**src/rtl/dsm_ctrl_pkg.sv**
```systemverilog
// Shared types and helpers for the delta-sigma feed controller.
package dsm_ctrl_pkg;

  typedef enum logic [1:0] {
    IDLE      = 2'd0,
    RAMP_UP   = 2'd1,
    RUN       = 2'd2,
    RAMP_DOWN = 2'd3
  } state_t;

  // Bits needed to hold a ramp shift in [0, ramp_len].
  function automatic int unsigned shift_w(input int unsigned ramp_len);
    return (ramp_len == 0) ? 1 : $clog2(ramp_len + 1);
  endfunction

endpackage

```
**src/rtl/dsm_tick_div.sv**
```systemverilog
// Modulator tick divider: one tick every CLK_DIV cycles while running, frozen on back-pressure.
module dsm_tick_div #(
  parameter int unsigned CLK_DIV = 4
) (
  input  logic aclk,
  input  logic arst_n,
  input  logic run,
  input  logic freeze,
  output logic tick
);

  localparam int unsigned CW = (CLK_DIV > 1) ? $clog2(CLK_DIV) : 1;
  localparam logic [CW-1:0] LAST = CW'(CLK_DIV - 1);

  logic [CW-1:0] cnt;

  always_ff @(posedge aclk) begin
    if (!arst_n || !run) begin
      cnt <= '0;
    end else if (!freeze) begin
      cnt <= (cnt == LAST) ? '0 : cnt + CW'(1);
    end
  end

  assign tick = run && !freeze && (cnt == LAST);

endmodule

```
**src/rtl/dsm_feed_ctrl.sv**
```systemverilog
// Feeds input-rate PCM to the delta-sigma modulator at tick rate, holding each
// sample for OSR ticks and applying a shift-based soft start/stop ramp.
module dsm_feed_ctrl
  import dsm_ctrl_pkg::*;
#(
  parameter int unsigned WIDTH    = 16,
  parameter int unsigned CLK_DIV  = 4,
  parameter int unsigned OSR      = 64,
  parameter int unsigned RAMP_LEN = 8,
  parameter int unsigned UCNT_W   = 16
) (
  input  logic              aclk,
  input  logic              arst_n,
  input  logic              enable,
  input  logic [WIDTH-1:0]  s_axis_tdata,
  input  logic              s_axis_tvalid,
  output logic              s_axis_tready,
  output logic [WIDTH-1:0]  m_axis_tdata,
  output logic              m_axis_tvalid,
  input  logic              m_axis_tready,
  output logic [1:0]        state_o,
  output logic [UCNT_W-1:0] underrun_cnt
);

  localparam int unsigned SW = shift_w(RAMP_LEN);
  localparam int unsigned FW = (OSR > 1) ? $clog2(OSR) : 1;
  localparam logic [SW-1:0] SHIFT_MAX = SW'(RAMP_LEN);
  localparam logic [SW-1:0] SHIFT_PRE = SW'(RAMP_LEN - 1);
  localparam logic [FW-1:0] FRM_LAST  = FW'(OSR - 1);

  state_t                   state, state_nxt;
  logic [SW-1:0]            shift, shift_nxt;
  logic [FW-1:0]            frm_cnt;
  logic signed [WIDTH-1:0]  cur, nxt;
  logic                     nxt_valid;
  logic                     tick, hs, boundary, accept, to_idle;

  dsm_tick_div #(.CLK_DIV(CLK_DIV)) u_tick_div (
    .aclk   (aclk),
    .arst_n (arst_n),
    .run    (state != IDLE),
    .freeze (m_axis_tvalid && !m_axis_tready),
    .tick   (tick)
  );

  assign hs            = m_axis_tvalid && m_axis_tready;
  assign boundary      = hs && (frm_cnt == FRM_LAST);
  assign s_axis_tready = (state != IDLE) && !nxt_valid;
  assign accept        = s_axis_tvalid && s_axis_tready;
  assign to_idle       = (state != IDLE) && (state_nxt == IDLE);
  assign state_o       = state;

  always_comb begin
    state_nxt = state;
    shift_nxt = shift;
    unique case (state)
      IDLE: begin
        shift_nxt = SHIFT_MAX;
        if (enable) state_nxt = RAMP_UP;
      end
      RAMP_UP: begin
        if (!enable) begin
          state_nxt = RAMP_DOWN;
        end else if (shift == '0) begin
          state_nxt = RUN;
        end else if (boundary) begin
          shift_nxt = shift - SW'(1);
          if (shift == SW'(1)) state_nxt = RUN;
        end
      end
      RUN: begin
        shift_nxt = '0;
        if (!enable) state_nxt = RAMP_DOWN;
      end
      RAMP_DOWN: begin
        if (enable) begin
          state_nxt = RAMP_UP;
        end else if (boundary) begin
          if (shift == SHIFT_PRE || shift == SHIFT_MAX) begin
            shift_nxt = SHIFT_MAX;
            state_nxt = IDLE;
          end else begin
            shift_nxt = shift + SW'(1);
          end
        // Ramp already silent (entered from RAMP_UP at full shift): leave once the output is quiet.
        end else if (shift == SHIFT_MAX && !tick && (!m_axis_tvalid || hs)) begin
          state_nxt = IDLE;
        end
      end
      default: state_nxt = IDLE;
    endcase
  end

  always_ff @(posedge aclk) begin
    if (!arst_n) begin
      state         <= IDLE;
      shift         <= SHIFT_MAX;
      frm_cnt       <= '0;
      cur           <= '0;
      nxt           <= '0;
      nxt_valid     <= 1'b0;
      m_axis_tdata  <= '0;
      m_axis_tvalid <= 1'b0;
      underrun_cnt  <= '0;
    end else begin
      state <= state_nxt;
      shift <= shift_nxt;

      if (state == IDLE)  frm_cnt <= '0;
      else if (hs)        frm_cnt <= boundary ? '0 : frm_cnt + FW'(1);

      if (to_idle) begin
        m_axis_tvalid <= 1'b0;
        m_axis_tdata  <= '0;
      end else if (tick) begin
        m_axis_tvalid <= 1'b1;
        m_axis_tdata  <= (shift == SHIFT_MAX) ? '0 : cur >>> shift;
      end else if (hs) begin
        m_axis_tvalid <= 1'b0;
      end

      if (to_idle) begin
        nxt_valid <= 1'b0;
      end else if (accept) begin
        nxt       <= s_axis_tdata;
        nxt_valid <= 1'b1;
      end else if (boundary) begin
        nxt_valid <= 1'b0;
      end

      if (to_idle)                    cur <= '0;
      else if (boundary && nxt_valid) cur <= nxt;

      if (boundary && !nxt_valid && state == RUN && underrun_cnt != '1)
        underrun_cnt <= underrun_cnt + UCNT_W'(1);
    end
  end

endmodule

```
**config.mk**
```make
export PLATFORM = sky130hd
export DESIGN_NAME = dsm_feed_ctrl
export DESIGN_NICKNAME = d
export VERILOG_FILES = /design/src/rtl/dsm_ctrl_pkg.sv /design/src/rtl/dsm_tick_div.sv /design/src/rtl/dsm_feed_ctrl.sv
export SDC_FILE = /design/constraint.sdc
export NUM_CORES = 1
export LEC_CHECK = 0
export BUFFER_PORTS_ARGS = -buffer_cell sky130_fd_sc_hd__buf_4
export CAP_MARGIN = 5
export CORE_AREA = 4 4 85 119
export CTS_CLUSTER_SIZE = 14
export DETAILED_ROUTE_END_ITERATION = 8
export DIE_AREA = 0 0 89 123
export PLACE_DENSITY_LB_ADDON = 0.08
export SYNTH_ARGS = -nofsm -noshare
export SYNTH_HDL_FRONTEND = slang
export SYNTH_HIERARCHICAL = 1
export SYNTH_SLANG_ARGS = --single-unit
```
**constraint.sdc**
```tcl
create_clock -name aclk -period 3 [get_ports aclk]
set_input_delay 0.3 -clock aclk [delete_from_list [all_inputs] [get_ports aclk]]
set_output_delay 0.3 -clock aclk [all_outputs]
set_load 0.01 [all_outputs]
```
# Word-level counts from Yosys, hierarchy flattened
# Cells that the tools add are included.
[word_totals]
n_memories = 0
out_inout_bits = 36
elab_cells = 91
regBits = 80
ram_bits = 0
latch_bits = 0
mem_bits_ro = 0
inputBits = 21
[classes]
shift = 1
bitwise_logic = 2
n_lt_le_gt_ge = 0
muxes = 25
n_addsub = 5
n_div = 0
eq_ne = 14
n_reduce_logical = 34
multipliers = 0
[op_table]
columns = ["operator", "count"]
rows = [
  ["$mux 4", 6],
  ["$mux 2", 11],
  ["$add 16x1->16 const B", 1],
  ["$mux 16", 1],
  ["$ne 16x16->1 const B", 1],
  ["$pmux 4 s4", 1],
  ["$sshr 16x4->16", 1],
  ["$logic_and 1x1->1", 14],
  ["$ne 2x2->1 const B", 5],
  ["$pmux 2 s4", 1],
  ["$logic_not 1->1", 7],
  ["$add 6x1->6 const B", 1],
  ["$eq 2x2->1 const B", 3],
  ["$eq 6x6->1 const B", 1],
  ["$mux 6", 1],
  ["$reduce_bool 2->1", 3],
  ["$reduce_and 5->1", 1],
  ["$add 4x1->4 const B", 1],
  ["$eq 4x1->1 const B", 1],
  ["$eq 4x3->1 const B", 1],
  ["$eq 4x4->1 const B", 1],
  ["$logic_not 2->1", 2],
  ["$logic_not 4->1", 1],
  ["$mux 1", 4],
  ["other kinds (7)", 11],
]

# Logic depth before layout (Yosys ltp)
# Gate-level depths: netlist (run 1).
[logic_depth]
word_depth = 16
mapped_depth = 10
ltp_nobuf = 7

# Modules after synthesis
# The synthesis (run 1) kept the hierarchy.
[by_module_without_submodules]
columns = ["mod", "n_inst", "seq_area_each_um2", "cells_each", "area_per_inst_um2"]
rows = [
  ["dsm_feed_ctrl", 1, 1561.5, 474, 3921.3],
  ["dsm_tick_div", 1, 40.0, 11, 96.3],
]

# Worst setup path before layout (run 1)
# Ideal clock, no wire load.
[synth_path]
path_type = "register -> register"
start = "reg shift[0]"
end = "reg nxt[2]"
arrival_time_ns = 2.197
stages_incl_launch_ff = 11
path_slack_ns = 0.729
t_required_ns = 2.926
cell_sequence = "dfxtp_1 buf_2 buf_2 inv_1 ha_1 nand3b_1 o32ai_1 a21oi_1 clkbuf_1 nand3_1 o21ai_0"
[synth_via]
elab_chain_len = 11
elab_cells_between_ends = 20
classes_between = "eq/ne: 3; mux: 9; bitwise: 1; reduce/logical: 7"
[synth_lines]
columns = ["element", "line_no", "text"]
rows = [
  ["start, declared", "dsm_feed_ctrl.sv:32", "logic [SW-1:0] shift, shift_nxt;"],
  ["start signal, assigned", "dsm_feed_ctrl.sv:107", "shift <= shift_nxt;"],
  ["$eq 4x4->1", "dsm_feed_ctrl.sv:79, dsm_feed_ctrl.sv:86", ""],
  ["$logic_and 1x1->1 (2 in a row)", "dsm_feed_ctrl.sv:86", "end else if (shift == SHIFT_MAX && !tick && (!m_axis_tvalid || hs)) begin"],
  ["$mux 2", "dsm_feed_ctrl.sv:86", ""],
  ["$mux 2", "dsm_feed_ctrl.sv:78", "end else if (boundary) begin"],
  ["$mux 2", "dsm_feed_ctrl.sv:76", "if (enable) begin"],
  ["$pmux 2 s4 (*)", "dsm_feed_ctrl.sv:56", "unique case (state)"],
  ["$logic_not 2->1 (*)", "dsm_feed_ctrl.sv:50", "assign to_idle = (state != IDLE) && (state_nxt == IDLE);"],
  ["$logic_and 1x1->1 (*)", "dsm_feed_ctrl.sv:50", ""],
  ["$not 1->1 (no source line) (*)", "n/a", ""],
  ["$reduce_and 2->1 (no source line) (*)", "n/a", ""],
  ["end signal, assigned", "dsm_feed_ctrl.sv:125", "nxt <= s_axis_tdata;"],
  ["end, declared", "dsm_feed_ctrl.sv:34", "logic signed [WIDTH-1:0] cur, nxt;"],
]
# Every way passes the cells marked *; elsewhere a longest branch is shown, timed or not.
# A chain may end at the register's enable or synchronous reset.

# Worst setup path in the final report (run 1)
[layout_path]
start = "reg m_axis_tvalid"
end = "reg nxt[4]"
[layout_via]
elab_chain_len = 15
elab_cells_between_ends = 22
classes_between = "mux: 7; bitwise: 1; reduce/logical: 14"
[layout_lines]
columns = ["element", "line_no", "text"]
rows = [
  ["start, declared", "dsm_feed_ctrl.sv:19", "output logic m_axis_tvalid,"],
  ["start signal, assigned", "dsm_feed_ctrl.sv:103", "m_axis_tvalid <= 1'b0;"],
  ["start signal, assigned", "dsm_feed_ctrl.sv:113", "m_axis_tvalid <= 1'b0;"],
  ["start signal, assigned", "dsm_feed_ctrl.sv:116", "m_axis_tvalid <= 1'b1;"],
  ["$logic_and 1x1->1", "dsm_feed_ctrl.sv:42", ".freeze (m_axis_tvalid && !m_axis_tready),"],
  ["$logic_not 1->1", "n/a", ""],
  ["$logic_and 1x1->1 (2 in a row)", "dsm_tick_div.sv:25", "assign tick = run && !freeze && (cnt == LAST);"],
  ["$logic_not 1->1", "dsm_feed_ctrl.sv:86", ""],
  ["$logic_and 1x1->1 (2 in a row)", "dsm_feed_ctrl.sv:86", ""],
  ["$mux 2", "dsm_feed_ctrl.sv:86", ""],
  ["$mux 2", "dsm_feed_ctrl.sv:78", ""],
  ["$mux 2", "dsm_feed_ctrl.sv:76", ""],
  ["$pmux 2 s4 (*)", "dsm_feed_ctrl.sv:56", ""],
  ["$logic_not 2->1 (*)", "dsm_feed_ctrl.sv:50", ""],
  ["$logic_and 1x1->1 (*)", "dsm_feed_ctrl.sv:50", ""],
  ["$not 1->1 (no source line) (*)", "n/a", ""],
  ["$reduce_and 2->1 (no source line) (*)", "n/a", ""],
]
# Marked as above.

==> results of run 1 <==
[cell families (layout without fill, tap and decap cells)]
family / count (synthesis) / after routing / synth area share (%)
simple gates: 217 / 217 / 26.4
compound gates: 96 / 96 / 15.2
flops: 80 / 80 / 39.9
buf+inv: 41 / 94 / 4.20
mux: 31 / 31 / 9.41
xor+xnor: 14 / 14 / 3.05
fa+ha+maj: 6 / 6 / 1.87
[path summary, 6_finish.rpt]
kind | from | end | slack (ns) | depth (start not counted)
worst max-delay path | m_axis_tvalid | nxt[4] | 0.62 | 4
worst min-delay path | s_axis_tdata[0] | nxt[0] | 0.18 | 3
worst max register to register | m_axis_tvalid | nxt[4] | 0.62 | 4
worst min register to register | nxt[5] | nxt[5] | 0.46 | 2
[cells in the mapped netlist (3+ instances only)]
| master | count | area, sq um |
|---|---|---|
| nor2_1 | 46 | 173 |
| xnor2_1 | 11 | 96.3 |
| a21oi_1 | 34 | 170 |
| mux2i_1 | 13 | 130 |
| nand2_1 | 65 | 244 |
| and2_1 | 3 | 18.8 |
| ha_1 | 6 | 75.1 |
| dfxtp_1 | 80 | 1600 |
| a31oi_1 | 5 | 31.3 |
| and3_1 | 5 | 31.3 |
| nor3_1 | 16 | 80.1 |
| nor2b_1 | 7 | 43.8 |
| or2_2 | 3 | 18.8 |
| o21ai_0 | 22 | 110 |
| buf_2 | 6 | 30.0 |
| a222oi_1 | 4 | 40.0 |
| nor3b_1 | 3 | 22.5 |
| xor2_1 | 3 | 26.3 |
| inv_1 | 7 | 26.3 |
| a22oi_1 | 6 | 45.0 |
| nand3_1 | 42 | 210 |
| clkbuf_1 | 22 | 82.6 |
| buf_1 | 3 | 11.3 |
| mux2_2 | 14 | 158 |
| mux4_2 | 4 | 90.1 |
| nand3b_1 | 5 | 37.5 |
| a32oi_1 | 5 | 43.8 |
| nand4_1 | 8 | 50.1 |
[stage by stage]
step,power (mW),cells,setup slack [ns],hold slack (ns)
finish,2.51,645,0.617,0.175
global route,2.63,645,0.309,0.176
CTS,2.54,645,0.568,0.164
detailed placement,1.50,629,0.576,0.455
global placement,1.49,629,0.699,0.448
floorplan,1.40,485,0.729,0.430
[sequential cells by signal, summed over array words and instances (netlist names)]
| name | cells |
|---|---|
| cur | 16 |
| m_axis_tdata | 16 |
| nxt | 16 |
| underrun_cnt | 16 |
| frm_cnt | 6 |
| shift | 4 |
| state_o | 2 |
| u_tick_div/cnt | 2 |
| m_axis_tvalid | 1 |
| nxt_valid | 1 |
[power by group through the flow]
stage | clock network, mW | registers [mW] | logic [mW]
final | 1.03 | 1.12 | 0.359
after global routing | 1.11 | 1.12 | 0.399
after CTS | 1.06 | 1.12 | 0.361
after detailed placement | 0 | 1.14 | 0.361
after global placement | 0 | 1.14 | 0.352
after floorplan | 0 | 1.14 | 0.257
[layer usage]
layer	GRT usage, %	share of wire (%)	vias to the layer above
li1	-	-	1826
met1	20.9	40	1661
met2	34.9	55	64
met3	4.20	3.6	14
met4	6.61	1.9	0
met5	0	0	-
[area by class of cell]
type	count	area, sq um
sequential	80	1600
multi-input combinational	364	2250
fill	869	4150
inverter	9	33.8
clock inverter	7	53.8
clock buffer	9	225
timing repair buffer	69	531
tap	107	134
[worst register-to-register path, delay by kind of cell (launching register included)]
kind	cells	cell delay [ns]
AOI/OAI and AO/OA	3	1.39
and+or+nand+nor	1	0.41
DFF	1	0.41
==> out/metrics.csv, run 1 <==
stage;metric;value;unit
critical_path;cp_cell_sequence;nor2b_1 > o32ai_1 > a21oi_2 > o21ai_0;
clock_network;clk-insertion-delay-late;0.34;ns
finish;n_antenna_cell;0;
finish;area_growth;20.2;%
logic_synthesis;netlist_area;4020;sq um
timing;finalSetupViolCount;0;
floorplan;die_h;123;microns
logic_synthesis;synthDistinctLibCells;58;
logic_synthesis;synthFlopType;dfxtp_1;
finish;final_common_cell;dfxtp_1;
flow_run;maxCapViolations;0;
clock_network;cts_tree;yes;
clock_network;clock_path_buffers;2;
floorplan;pin_count;57;
timing;post-route-period-util;79.4;%
clock_network;cts_root_buffer;clkbuf_16;
detailed_routing;first_pass_iters;4;
detailed_routing;vias;3565;
logic_synthesis;ys_async_sr_fraction;0;%
finish;postLayoutCellArea;4830;sq um
timing;post-route-min-period;2.38;ns
finish;final_cell_mix;dfxtp_1, buf_4, nand2_1;
critical_path;startpoint_type;register;
floorplan;rows;41;
detailed_routing;drt-total-wl;9760;microns
clock_network;hold_buffers;0;
global_route;antenna_found_initial;0;
critical_path;required;3.17;ns
finish;fin_util;53.8;%
timing;finalHoldViolations;0;
clock_network;postCtsSetupBuffers;0;
critical_path;end_kind;register;
timing;fin_skew;0.00704;ns
place;io_buffers;56;
clock_network;cts.repair.resized;0;
clock_network;clk_pin_slew;0.06;ns
critical_path;arrival;2.55;ns
global_route;grt_pass1_vias;3441;
timing;rsz0062_at_grt;no;
pwr;p_sw_share;27.8;%
timing;max_freq;0.420;GHz
finish;drive_gt1_share;21.0;%
pwr;p_int;1.81;mW
floorplan;die-area;10900;sq um
logic_synthesis;ys_warn_count;6;
pwr;p_seq_share;44.6;%
clock_network;cts_buffers;9;
pwr;peakVddDrop;0.358;mV
place;place_congestion;0.857;
floorplan;die_x;89;microns
timing;fin_tns_setup;0;ns
timing;worstMarginPinSlew;1.15;ns
critical_path;crit_buf_inv;0;
floorplan;start_util;44.8;%
detailed_routing;vias_per_cell;5.53;
clock_network;h-tree-depth;3;
global_route;grt_start_max_net_pins;43;
worst_hold_path;hold_class;input port to register;
detailed_routing;detail_route.wl_per_cell;15.1;microns
logic_synthesis;yosysSeqAreaShare;39.9;%
global_route;grt_pass1_wl;16100;microns
logic_synthesis;netlist_instances;485;
critical_path;crit_path_top_delay_cell;a21oi_2;
detailed_routing;drc;0;
timing;max_slew_margin;23.1;%
logic_synthesis;avgSynthCellArea;8.28;sq um
timing;maxSlewViolCount;0;
logic_synthesis;synth_nets;512;
logic_synthesis;synth-seq-cells;80;
critical_path;path_max_fanout;32;
finish;num-nets-final;560;
place;dpl_cell_area;4550;sq um
logic_synthesis;synth_edf_count;0;
detailed_routing;postRouteAntennaNets;0;
pwr;switching_power;698;uW
pwr;pwr_density_cell;519;nW/um^2
global_route;grt_usage;18.9;%
detailed_routing;drt_iter0_drc;176;
place;hpwl;7180;microns
pwr;leakage;1.85;nW
pwr;combinationalPowerShare;14.3;%
run_status;outcome;complete, no violations;
floorplan;core;8980;sq um
pwr;clock_power_share;41.1;%
critical_path;critPathTopFamily;compound AO/OA/AOI/OAI gates;
critical_path;criticalPathCategory;register to register;
clock_network;clock_sinks;80;
critical_path;cp_slowest_stage_delay;0.93;ns
global_route;grt_remaining_overflow;0;
Power figures use the tool's default switching activity.
==> run 2, diff against run 1 <==
==> constraint.sdc (replaced) <==
create_clock -name aclk -period 2.3 [get_ports aclk]
set_input_delay 0.23 -clock aclk [delete_from_list [all_inputs] [get_ports aclk]]
set_output_delay 0.23 -clock aclk [all_outputs]
set_load 0.01 [all_outputs]
==> run 2 against run 1 <==
Global-route usage grew 0.42 points. Combinational power grew 36%. Critical path depth grew 2. Via count grew 2.6%. Clock skew shrank 0.0015 ns. Sequential share of layout area shrank 0.80 points. Hold slack lost 0.072 ns. First-iteration DRC count grew 2.8%. Largest power group is now clock. Cell count grew 1.1%. Largest cell class unchanged. Register-to-register slack lost 0.42 ns.
==> out/metrics.csv, run 2 (same netlist as run 1, synthesis figures left out) <==
stage;metric;value;unit
timing;worstMarginPinSlew;0.625;ns
timing;finalSetupViolCount;0;
critical_path;criticalPathCategory;register to register;
worst_hold_path;hold_class;input port to register;
clock_network;clk-insertion-delay-late;0.34;ns
pwr;power;3.61;mW
finish;drive_gt1_share;21.8;%
clock_network;cts_tree;yes;
pwr;pwr_density_cell;729;nW/um^2
finish;n_fill_cell;851;
place;place_congestion;0.913;
finish;area_growth;23.2;%
finish;seqCellArea;1600;sq um
detailed_routing;vias;3657;
clock_network;cts_root_buffer;clkbuf_16;
flow_run;maxCapViolations;0;
floorplan;die_x;89;microns
floorplan;die-area;10900;sq um
timing;max_slew_margin;58.0;%
detailed_routing;first_pass_iters;5;
timing;post-route-period-util;91.2;%
finish;num-nets-final;567;
pwr;combinationalPowerShare;13.5;%
timing;rsz0062_at_grt;no;
global_route;grt_start_max_net_pins;44;
timing;fin_tns_setup;0;ns
run_status;outcome;complete, no violations;
critical_path;cp_slowest_stage_delay;0.71;ns
global_route;grt_usage;19.3;%
clock_network;h-tree-depth;3;
place;hpwl;7350;microns
timing;finalHoldViolations;0;
detailed_routing;drt-total-wl;9990;microns
timing;max_freq;0.476;GHz
detailed_routing;detail_route.wl_per_cell;15.3;microns
critical_path;startpoint_type;register;
floorplan;rows;41;
clock_network;cts_buffers;9;
global_route;grt_pass1_vias;3526;
critical_path;cp_cell_sequence;ha_1 > nand4_2 > or4b_1 > and4bb_1 > xnor2_1 > nor2_1;
place;dp_slack;0.210;ns
floorplan;core;8980;sq um
detailed_routing;postRouteAntennaNets;0;
critical_path;end_kind;register;
pwr;p_sw_share;24.4;%
critical_path;critPathTopFamily;simple AND/OR/NAND/NOR gates;
pwr;peakVddDrop;0.502;mV
timing;maxSlewViolCount;0;
pwr;switching_power;882;uW
place;io_buffers;56;
timing;worst_slack;0.201;ns
clock_network;clk_pin_slew;0.06;ns
detailed_routing;drc;0;
critical_path;path_max_fanout;8;
global_route;grt_remaining_overflow;0;
critical_path;required;2.53;ns
clock_network;clock_sinks;80;
critical_path;arrival;2.33;ns
detailed_routing;drt_iter0_drc;181;
clock_network;hold_buffers;0;
finish;final_cell_mix;dfxtp_1, buf_4, nand2_1;
global_route;grt_pass1_wl;16400;microns
finish;final_common_cell;dfxtp_1;
floorplan;start_util;44.8;%
clock_network;postCtsSetupBuffers;0;
critical_path;crit_buf_inv;0;
finish;n_antenna_cell;0;
global_route;antenna_found_initial;0;
pwr;clock_power_share;45.9;%
clock_network;clock_path_buffers;2;
floorplan;pin_count;57;
pwr;p_int;2.73;mW
finish;multi_input_area;2250;sq um
pwr;p_seq_share;40.6;%
detailed_routing;vias_per_cell;5.61;
timing;post-route-min-period;2.10;ns
timing;fin_skew;0.00553;ns
critical_path;crit_path_top_delay_cell;or4b_1;
clock_network;cts.repair.resized;0;
pwr;leakage;1.93;nW
floorplan;die_h;123;microns
[run 2: final timing paths]
| check | start | endpoint | slack, ns | cells after the start |
|---|---|---|---|---|
| max | frm_cnt[0] | underrun_cnt[14] | 0.20 | 6 |
| min | s_axis_tdata[4] | nxt[4] | 0.10 | 3 |
| max reg2reg | frm_cnt[0] | underrun_cnt[14] | 0.20 | 6 |
| min reg2reg | cur[0] | cur[0] | 0.46 | 2 |
[run 2: worst register-to-register path, cell delays in order (launching register included)]
cell and delay [ns]:
dfxtp_1 0.37, ha_1 0.21, nand4_2 0.18, or4b_1 0.71, and4bb_1 0.34, xnor2_1 0.12
nor2_1 0.05
[run 2: per-stage QoR]
step / util, % / cell area, sq um / hold WS (ns) / cells
6_report: 55.1 / 4950 / 0.104 / 652
3_5_place_dp: 51.3 / 4600 / 0.449 / 636
4_1_cts: 55.1 / 4950 / 0.0965 / 652
2_1_floorplan: - / 4020 / 0.360 / 485
3_3_place_gp: 51.3 / 4600 / 0.444 / 636
5_1_grt: 55.1 / 4950 / 0.100 / 652
[run 2: power groups by stage]
stage,sequential (mW),combinational (mW),clock (mW)
after floorplan,1.49,0.335,0
after global placement,1.49,0.481,0
after detailed placement,1.50,0.489,0
after CTS,1.47,0.490,1.69
after global routing,1.47,0.535,1.75
final,1.47,0.487,1.66
[run 2: cell type report]
class / count / share of cell area [%]
clock buffer: 11 / 4.90
timing repair buffer: 76 / 11.8
sequential: 80 / 32.4
clock inverter: 5 / 2.10
inverter: 9 / 0.683
multi-input combinational: 364 / 45.5
tap: 107 / 2.70
[run 2: routing by layer]
metal	part of all wire, %	global-route usage (%)
met5	0	0
met4	2.0	7.45
met3	3.0	4.13
met2	56	36.2
met1	39	20.7
==> run 3, diff against run 2 <==
--- a/config.mk
+++ b/config.mk
@@ -5,14 +5,14 @@
 export SDC_FILE = /design/constraint.sdc
 export NUM_CORES = 1
 export LEC_CHECK = 0
+export ABC_CLOCK_PERIOD_IN_PS = 2300
 export BUFFER_PORTS_ARGS = -buffer_cell sky130_fd_sc_hd__buf_4
 export CAP_MARGIN = 5
-export CORE_AREA = 4 4 85 119
+export CORE_AREA = 4 4 89 124
 export CTS_CLUSTER_SIZE = 14
 export DETAILED_ROUTE_END_ITERATION = 8
-export DIE_AREA = 0 0 89 123
+export DIE_AREA = 0 0 93 128
 export PLACE_DENSITY_LB_ADDON = 0.08
 export SYNTH_ARGS = -nofsm -noshare
 export SYNTH_HDL_FRONTEND = slang
-export SYNTH_HIERARCHICAL = 1
 export SYNTH_SLANG_ARGS = --single-unit
==> run 3 against run 2 <==
Cell area increased by 6.2%. Sequential share of layout area fell by 1.9 points. Critical path depth unchanged. Cell count increased by 5.5%. Critical path type unchanged. Critical endpoint is now m_axis_tvalid.
==> out/metrics.csv, run 3 <==
stage;metric;value;unit
logic_synthesis;synthDistinctLibCells;67;
clock_network;h-tree-depth;3;
clock_network;cts_tree;yes;
critical_path;end_kind;register;
detailed_routing;vias_per_cell;5.43;
place;io_buffers;56;
logic_synthesis;ys_warn_count;0;
critical_path;required;2.52;ns
finish;num-nets-final;575;
worst_hold_path;hold_class;input port to register;
critical_path;arrival;2.29;ns
detailed_routing;detail_route.wl_per_cell;15.5;microns
clock_network;clock_sinks;80;
detailed_routing;vias;3737;
logic_synthesis;ys_top_cells_by_area;dfxtp_1, mux2i_1, a21oi_1;
floorplan;die_x;93;microns
pwr;peakVddDrop;0.374;mV
worst_hold_path;hold_start;s_axis_tdata[10];
floorplan;core;9900;sq um
finish;area_growth;20.8;%
detailed_routing;first_pass_iters;4;
global_route;grt_pass1_wl;18100;microns
critical_path;timing.rr.start;frm_cnt[0];
logic_synthesis;synth-seq-cells;80;
logic_synthesis;yosysTopAreaCell;dfxtp_1;
logic_synthesis;avgSynthCellArea;8.84;sq um
detailed_routing;postRouteAntennaNets;0;
worst_hold_path;worstHoldEndpoint;nxt[10];
finish;final_common_cell;dfxtp_1;
critical_path;criticalPathCategory;register to register;
logic_synthesis;ys_async_sr_fraction;0;%
flow_run;maxCapViolations;0;
logic_synthesis;synth_edf_count;0;
timing;post-route-period-util;89.8;%
timing;fin_skew;0.0103;ns
logic_synthesis;synthTopCellsByCount;dfxtp_1, nand2_1, mux2i_1;
clock_network;cts_root_buffer;clkbuf_16;
timing;maxSlewViolCount;0;
timing;rsz0062_at_grt;no;
detailed_routing;drc;0;
place;hpwl;7970;microns
critical_path;r2r_cells;6;
finish;drive_gt1_share;22.1;%
timing;max_slew_margin;66.3;%
finish;n_antenna_cell;0;
finish;final_cell_mix;dfxtp_1, buf_4, nand2_1;
timing;worstMarginPinSlew;0.504;ns
timing;finalSetupViolCount;0;
timing;finalHoldViolations;0;
logic_synthesis;yosysSeqAreaShare;36.8;%
floorplan;rows;43;
clock_network;cts.repair.resized;0;
finish;n_fill_cell;1005;
timing;post-route-min-period;2.07;ns
clock_network;postCtsSetupBuffers;0;
global_route;antenna_found_initial;0;
timing;fin_tns_setup;0;ns
logic_synthesis;netlist_instances;492;
floorplan;start_util;43.9;%
clock_network;clock_path_buffers;2;
floorplan;die-area;11900;sq um
critical_path;worstReg2RegEnd;m_axis_tvalid;
clock_network;clk_pin_slew;0.06;ns
global_route;grt_pass1_vias;3716;
pwr;pwr_density_cell;649;nW/um^2
critical_path;startpoint_type;register;
logic_synthesis;synthMostInstantiatedCell;dfxtp_1;
detailed_routing;drt_iter0_drc;147;
finish;postLayoutCellArea;5260;sq um
global_route;grt_usage;18.8;%
clock_network;clk-insertion-delay-late;0.34;ns
global_route;grt_remaining_overflow;0;
clock_network;hold_buffers;0;
place;dpl_cell_area;4930;sq um
floorplan;die_h;128;microns
critical_path;r2r_slack;0.23;ns
place;place_congestion;0.862;
timing;max_freq;0.484;GHz
clock_network;cts_buffers;9;
pwr;leakage;1.95;nW
logic_synthesis;synth_top_cell_area_share;36.8;%
global_route;grt_start_max_net_pins;41;
logic_synthesis;netlist_area;4350;sq um
detailed_routing;drt-total-wl;10600;microns
logic_synthesis;synth_nets;519;
logic_synthesis;synthFlopType;dfxtp_1;
critical_path;path_max_fanout;18;
worst_hold_path;hold_depth;3;
floorplan;pin_count;57;
run_status;outcome;complete, no violations;
[run 3: cell types whose count changed after synthesis, sizes merged, moves of 9 or more]
| cell | delta |
|---|---|
| mux2i | +24 |
| nand2 | -22 |
| nor2b | +17 |
| nor2 | -11 |
| nand3 | -10 |
| and2 | +9 |
| o21a | +9 |
[run 3: metal layers]
metal	GRT usage [%]	vias up	routed length [microns]
li1	-	1894	-
met1	22.9	1749	4670
met2	32.1	75	5320
met3	3.82	19	436
met4	7.51	0	222
met5	0	-	0
[run 3: report_power, final]
part / switching (mW) / total (mW) / internal, mW
combinational: 0.262 / 0.467 / 0.205
sequential: 0.0383 / 1.46 / 1.43
clock: 0.621 / 1.48 / 0.857
total: 0.921 / 3.41 / 2.49
[run 3: through the flow]
stage | util [%] | cells | worst slack [ns] | power, mW | hold WS (ns)
floorplan | - | 492 | 0.0415 | 1.82 | 0.342
global placement | 49.8 | 671 | 0.100 | 1.95 | 0.443
detailed placement | 49.8 | 671 | 0.0127 | 1.95 | 0.451
CTS | 52.9 | 687 | 0.00393 | 3.43 | 0.139
global route | 53.1 | 688 | 0.00704 | 3.55 | 0.158
finish | 53.1 | 688 | 0.234 | 3.41 | 0.145
[run 3: area by class of cell]
| class | instances | area [sq um] | share of cell area [%] |
|---|---|---|---|
| repair buffers | 77 | 591 | 11.2 |
| clock inverters | 7 | 77.6 | 1.48 |
| flip-flops and latches | 80 | 1600 | 30.5 |
| multi-input cells | 373 | 2560 | 48.8 |
| clock buffers | 9 | 225 | 4.29 |
| inverters | 7 | 26.3 | 0.500 |
| well taps | 135 | 169 | 3.21 |
[run 3: critical path: stages (launching register included)]
cell	delay, ns
dfxtp_1	0.37
ha_1	0.23
nand4_4	0.21
a2111oi_2	0.52
or3b_1	0.28
buf_4	0.26
nor2_1	0.07
[run 3: cells by family (layout without fill, tap and decap cells)]
logic type,count (synthesis),after routing,synth area share [%]
buffers and inverters,39,100,4.20
adders and majority gates,6,6,1.73
xor gates and xnor gates,12,12,2.42
and+or+nand+nor,203,203,25.6
muxes,51,51,13.7
AOI/OAI and AO/OA,101,101,15.5
DFF,80,80,36.8
[run 3: worst max path at each step]
stage / from / endpoint
final: frm_cnt[0] / m_axis_tvalid
after floorplan: shift[0] / m_axis_tdata[10]
after detailed placement: shift[0] / nxt[14]
after global routing: frm_cnt[0] / cur[15]
after global placement: shift[0] / nxt[13]
after CTS: shift[0] / nxt[14]
